$ cat src/rtl/sw_watch_ctrl_pkg.sv
// Shared constants and state types for the stopwatch/watch mode controller.
package sw_watch_ctrl_pkg;

    // Stopwatch state encodings (also the sw_state output encoding)
    localparam logic [1:0] ST_STOP  = 2'b00;
    localparam logic [1:0] ST_RUN   = 2'b01;
    localparam logic [1:0] ST_CLEAR = 2'b10;

    // Watch set-field encodings (also the set_field output encoding)
    localparam logic [1:0] F_NONE = 2'b00;
    localparam logic [1:0] F_HOUR = 2'b01;
    localparam logic [1:0] F_MIN  = 2'b10;
    localparam logic [1:0] F_SEC  = 2'b11;

    typedef enum logic [1:0] {
        SW_STOP  = ST_STOP,
        SW_RUN   = ST_RUN,
        SW_CLEAR = ST_CLEAR
    } sw_state_t;

    // Watch states share the field encoding so set_field is the state itself
    typedef enum logic [1:0] {
        W_NORMAL   = F_NONE,
        W_SET_HOUR = F_HOUR,
        W_SET_MIN  = F_MIN,
        W_SET_SEC  = F_SEC
    } watch_state_t;

endpackage

$ cat src/rtl/sw_set_timeout.sv
// Idle counter for watch set mode: counts tick strobes while a set state is
// active and no button activity occurs; flags expiry at TIMEOUT_S.
module sw_set_timeout #(
    parameter int unsigned TIMEOUT_S = 10,
    parameter int unsigned TO_W      = 4
) (
    input  logic clk,
    input  logic rst,
    input  logic active,
    input  logic activity,
    input  logic tick,
    output logic expire
);

    localparam logic [TO_W-1:0] LIMIT = TO_W'(TIMEOUT_S);

    logic [TO_W-1:0] r_count;

    assign expire = (r_count == LIMIT);

    // Held at zero outside set states; restarts on activity or expiry
    always_ff @(posedge clk or posedge rst) begin
        if (rst) begin
            r_count <= '0;
        end else if (!active || activity || expire) begin
            r_count <= '0;
        end else if (tick) begin
            r_count <= r_count + 1'b1;
        end
    end

endmodule

$ cat src/rtl/sw_watch_ctrl.sv
// Mode/sequence controller for the stopwatch/watch design.
// Stopwatch FSM drives sw_run/sw_clear/sw_state; watch FSM drives the
// time-set field select and inc/dec strobes. All outputs registered.
// Optional build macro SET_TIMEOUT_EN: idle auto-exit from set mode.
module sw_watch_ctrl
    import sw_watch_ctrl_pkg::*;
#(
    parameter int unsigned TIMEOUT_S = 10,
    parameter int unsigned TO_W      = 4
) (
    input  logic       clk,
    input  logic       rst,
    input  logic       sw_mode,
    input  logic       btn_run_p,
    input  logic       btn_clr_p,
    input  logic       btn_up_p,
    input  logic       btn_dn_p,
    input  logic       tick_1hz,
    output logic       sw_run,
    output logic       sw_clear,
    output logic [1:0] sw_state,
    output logic       set_active,
    output logic [1:0] set_field,
    output logic       inc_p,
    output logic       dec_p
);

    sw_state_t    r_sw_state, w_sw_next;
    watch_state_t r_w_state,  w_w_next;

    logic r_sw_run, r_sw_clear, r_set_active, r_inc, r_dec;
    logic w_sw_run_n, w_sw_clear_n, w_set_active_n, w_inc_n, w_dec_n;
    logic w_in_set, w_expire;

    assign w_in_set = (r_w_state != W_NORMAL);

`ifdef SET_TIMEOUT_EN
    logic w_activity;

    // Leaving watch mode also counts as activity so the counter never
    // holds a stale count once the set state is abandoned.
    assign w_activity = !sw_mode | btn_run_p | btn_clr_p | btn_up_p | btn_dn_p;

    sw_set_timeout #(
        .TIMEOUT_S (TIMEOUT_S),
        .TO_W      (TO_W)
    ) u_set_timeout (
        .clk      (clk),
        .rst      (rst),
        .active   (w_in_set),
        .activity (w_activity),
        .tick     (tick_1hz),
        .expire   (w_expire)
    );
`else
    logic w_unused;

    assign w_expire = 1'b0;
    assign w_unused = tick_1hz ^ (TIMEOUT_S == 0) ^ (TO_W == 0);
`endif

    // Stopwatch next state; buttons only act in stopwatch mode
    always_comb begin
        w_sw_next = r_sw_state;
        unique case (r_sw_state)
            SW_STOP: begin
                if (!sw_mode) begin
                    if (btn_run_p) begin
                        w_sw_next = SW_RUN;
                    end else if (btn_clr_p) begin
                        w_sw_next = SW_CLEAR;
                    end
                end
            end
            SW_RUN: begin
                if (!sw_mode && btn_run_p) begin
                    w_sw_next = SW_STOP;
                end
            end
            SW_CLEAR: w_sw_next = SW_STOP;
            default:  w_sw_next = SW_STOP;
        endcase
        w_sw_run_n   = (w_sw_next == SW_RUN);
        w_sw_clear_n = (w_sw_next == SW_CLEAR);
    end

    // Watch next state and inc/dec strobes; run aborts set mode and wins over clr
    always_comb begin
        w_w_next = r_w_state;
        w_inc_n  = 1'b0;
        w_dec_n  = 1'b0;
        if (!sw_mode || (w_in_set && w_expire) || btn_run_p) begin
            w_w_next = W_NORMAL;
        end else if (btn_clr_p) begin
            unique case (r_w_state)
                W_NORMAL:   w_w_next = W_SET_HOUR;
                W_SET_HOUR: w_w_next = W_SET_MIN;
                W_SET_MIN:  w_w_next = W_SET_SEC;
                W_SET_SEC:  w_w_next = W_NORMAL;
                default:    w_w_next = W_NORMAL;
            endcase
        end
        if (sw_mode && w_in_set && (w_w_next == r_w_state) && (btn_up_p ^ btn_dn_p)) begin
            w_inc_n = btn_up_p;
            w_dec_n = btn_dn_p;
        end
        w_set_active_n = (w_w_next != W_NORMAL);
    end

    // State and output registers
    always_ff @(posedge clk or posedge rst) begin
        if (rst) begin
            r_sw_state   <= SW_STOP;
            r_w_state    <= W_NORMAL;
            r_sw_run     <= 1'b0;
            r_sw_clear   <= 1'b0;
            r_set_active <= 1'b0;
            r_inc        <= 1'b0;
            r_dec        <= 1'b0;
        end else begin
            r_sw_state   <= w_sw_next;
            r_w_state    <= w_w_next;
            r_sw_run     <= w_sw_run_n;
            r_sw_clear   <= w_sw_clear_n;
            r_set_active <= w_set_active_n;
            r_inc        <= w_inc_n;
            r_dec        <= w_dec_n;
        end
    end

    assign sw_run     = r_sw_run;
    assign sw_clear   = r_sw_clear;
    assign sw_state   = r_sw_state;
    assign set_active = r_set_active;
    assign set_field  = r_w_state;
    assign inc_p      = r_inc;
    assign dec_p      = r_dec;

endmodule

$ cat config.mk
export PLATFORM = sky130hd
export DESIGN_NAME = sw_watch_ctrl
export DESIGN_NICKNAME = d
export VERILOG_FILES = /design/src/rtl/sw_watch_ctrl_pkg.sv /design/src/rtl/sw_set_timeout.sv /design/src/rtl/sw_watch_ctrl.sv
export SDC_FILE = /design/constraint.sdc
export NUM_CORES = 1
export LEC_CHECK = 0
export ABC_AREA = 1
export BUFFER_PORTS_ARGS = -buffer_cell sky130_fd_sc_hd__buf_4
export CAP_MARGIN = 10
export CORE_AREA = 2 2 39 41
export CTS_BUF_LIST = sky130_fd_sc_hd__clkbuf_2
export CTS_CLUSTER_SIZE = 10
export DETAILED_ROUTE_END_ITERATION = 10
export DIE_AREA = 0 0 41 43
export PLACE_DENSITY = 0.53
export RECOVER_POWER = 100
export SLEW_MARGIN = 20
export SYNTH_ARGS = -nofsm -noshare
export SYNTH_HDL_FRONTEND = slang
export SYNTH_SLANG_ARGS = --single-unit
$ cat constraint.sdc
create_clock -name clk -period 2.4 [get_ports clk]
set_input_delay 0.12 -clock clk [delete_from_list [all_inputs] [get_ports clk]]
set_output_delay 0.12 -clock clk [all_outputs]
set_load 0.02 [all_outputs]
==> run metrics <==
status=completed; maximum clock insertion buffer count=2; total die area=0.00176 mm²; Static Leakage=0.304 nW; Yosys cell types=13; worst skew pair latency=240 ps; via count=341; Synth Cell Area=407 µm²; initial core utilization=0.294; Finished Layout Cells=84; Starting DRT DRC Count=2; fin area=536 µm²; # Max-Cap Violations=0; CTS tree=done; worst path cell trace=inv_1 -> ha_1 -> inv_1 -> nand2_1 -> nand2_1 -> nand2_1 -> nand3_1 -> nor2_1; CP Launch Type=flip-flop; final worst slack=1200 ps; Final #Nets=78; cell mode on critical path=nand2_1; Sink Count=9; sequential cell area=225 µm²; Total Power=0.000339 W; Avg Inst Size Synth=8.47 µm²; net count after synthesis=57; post-DP HPWL=551 µm; relative slew slack=0.774; Tightest Hold Check Type=in -> reg; CP max-delay cell=dfrtp_1; crit path max fanout=3; layout cells sized above 1=0.176; kind of end point of the critical path=flip-flop; GRT Residual Overflow=0; DRC viols=0; area of the multi-input gates=136 µm²; fraction of the yosys area taken by sequential cells=0.554; Fillers=152; Area Overhead vs Synth=31.7%; PwrDens=633 mW/mm²; core area=0.00138 mm²; fin crit share=0.498; post-route ant nets=0; fin. max-slew vios=0; CP Class=reg -> reg; flop2flop setup slack=1200 ps; number of global-route vias before repair=316; Inserted Clock Buffers=3; Layout Skew=3.80 ps; setup TNS=0 ps; Max Clock Freq=836 MHz; Slew @ Worst Pin=338 ps; synth warn=0; # rows=14; Worst Path Required=2540 ps; fin crit period=1200 ps; largest net degree at the start of global routing=10; DP Cell Count=79; Data arrival, critical path=1330 ps; first-pass GRT wire length=1.26 mm; Root Driver=clkbuf_2; First-pass DRT Iterations=3; gr usage total=0.108; post-placement setup slack=1210 ps; Die Ht=43 µm; Peak VDD IR=0.269 mV; Die Wd=41 µm; Worst-path clk slew=90 ps; antenna fix cells=0; #FFs+latches synth=9; Syn Inst Count=48; initial antenna violation count=0; Final Hold Viols=0; RD Place Congestion=0.758; Routed wire per std cell=8.42 µm; RSZ-0062 raised after global routing=no; Port Buffer Count=15; IO Pins=17; endpoints failing setup=0; depth of the CTS H-tree=1; placed inst area=539 µm²; Avg Vias per Cell=4.06; WL final=707 µm; CP max stage delay=390 ps
## worst paths after layout
check / end / startpoint / depth (start not counted)
max: inc_p / set_field[0] / 8
min: inc_p / btn_up_p / 3
max reg2reg: inc_p / set_field[0] / 8
min reg2reg: sw_clear / sw_state[1] / 1
max in group asynchronous: set_field[0] / rst / 3
min in group asynchronous: dec_p / rst / 3
## per-stage QoR
step	util	hold WS (ps)
6_report	0.387	104
3_5_place_dp	0.390	108
3_3_place_gp	0.390	109
5_1_grt	0.387	84.7
2_1_floorplan	-	-52.1
4_1_cts	0.411	88.0
## worst max-delay path: cells and delay by family (launching register included)
| kind | cells | cell delay (ps) |
|---|---|---|
| and+or+nand+nor | 5 | 310 |
| DFF | 1 | 390 |
| adders and majority gates | 1 | 280 |
| buffers and inverters | 2 | 130 |
## cell type report
class,instances,share of cell area
flip-flops and latches,9,0.421
multi-input cells,27,0.255
repair buffers,16,0.166
inverters,12,0.0841
clock buffers,4,0.0374
well taps,16,0.0374
## flip-flops by register name (all words and copies together) (netlist names)
name and cells:
sw_clear 1, dec_p 1, set_active 1, sw_run 1
set_field 2, sw_state 2, inc_p 1
## cell families (layout without fill, tap and decap cells)
kind of cell	after synthesis	in the layout	synth area share
buffers and inverters	12	32	0.111
and+or+nand+nor	21	21	0.222
AOI/OAI and AO/OA	4	4	0.0616
xor gates and xnor gates	1	1	0.0215
DFF	9	9	0.554
adders and majority gates	1	1	0.0308
## cells in the final DEF, fill, tap and decap left out, types with 2 or more instances in the layout
cell,instances
buf_4,5
clkbuf_2,4
dfrtp_1,9
clkbuf_1,9
inv_1,11
nand3_1,3
a21oi_1,2
nor2_1,5
nor4_1,2
nand2_1,10
## what timing repair did
item / CTS / global route
setup endpoints to repair: 0 / 0
resized for setup: 0 / 0
endpoints found under the hold margin: 9 / 0
buffers inserted: 0 / 0
hold buffers: 1 / 0
## cell usage after synthesis
library cell / n / area, µm²
nor2_2: 1 / 6.26
inv_1: 11 / 41.3
dfrtp_1: 9 / 225
xor2_1: 1 / 8.76
nor2_1: 5 / 18.8
ha_1: 1 / 12.5
nand3_1: 3 / 15.0
o211ai_1: 1 / 7.51
nor4_1: 2 / 12.5
o21bai_1: 1 / 7.51
nand2_1: 10 / 37.5
a21oi_1: 2 / 10.0
inv_2: 1 / 3.75
## per-layer routing
layer,vias up,wire (µm),GRT usage
li1,186,-,-
met1,144,306,0.131
met2,11,330,0.153
met3,0,70,0.0785
met4,0,0,0.0200
met5,-,0,0
## power by group
group / internal [W] / switching (W) / total [W]
clock: 0.0000443 / 0.0000487 / 0.0000931
sequential: 0.000165 / 0.0000106 / 0.000176
combinational: 0.0000243 / 0.0000457 / 0.0000700
Note: power is estimated with default switching activity, not from simulation.
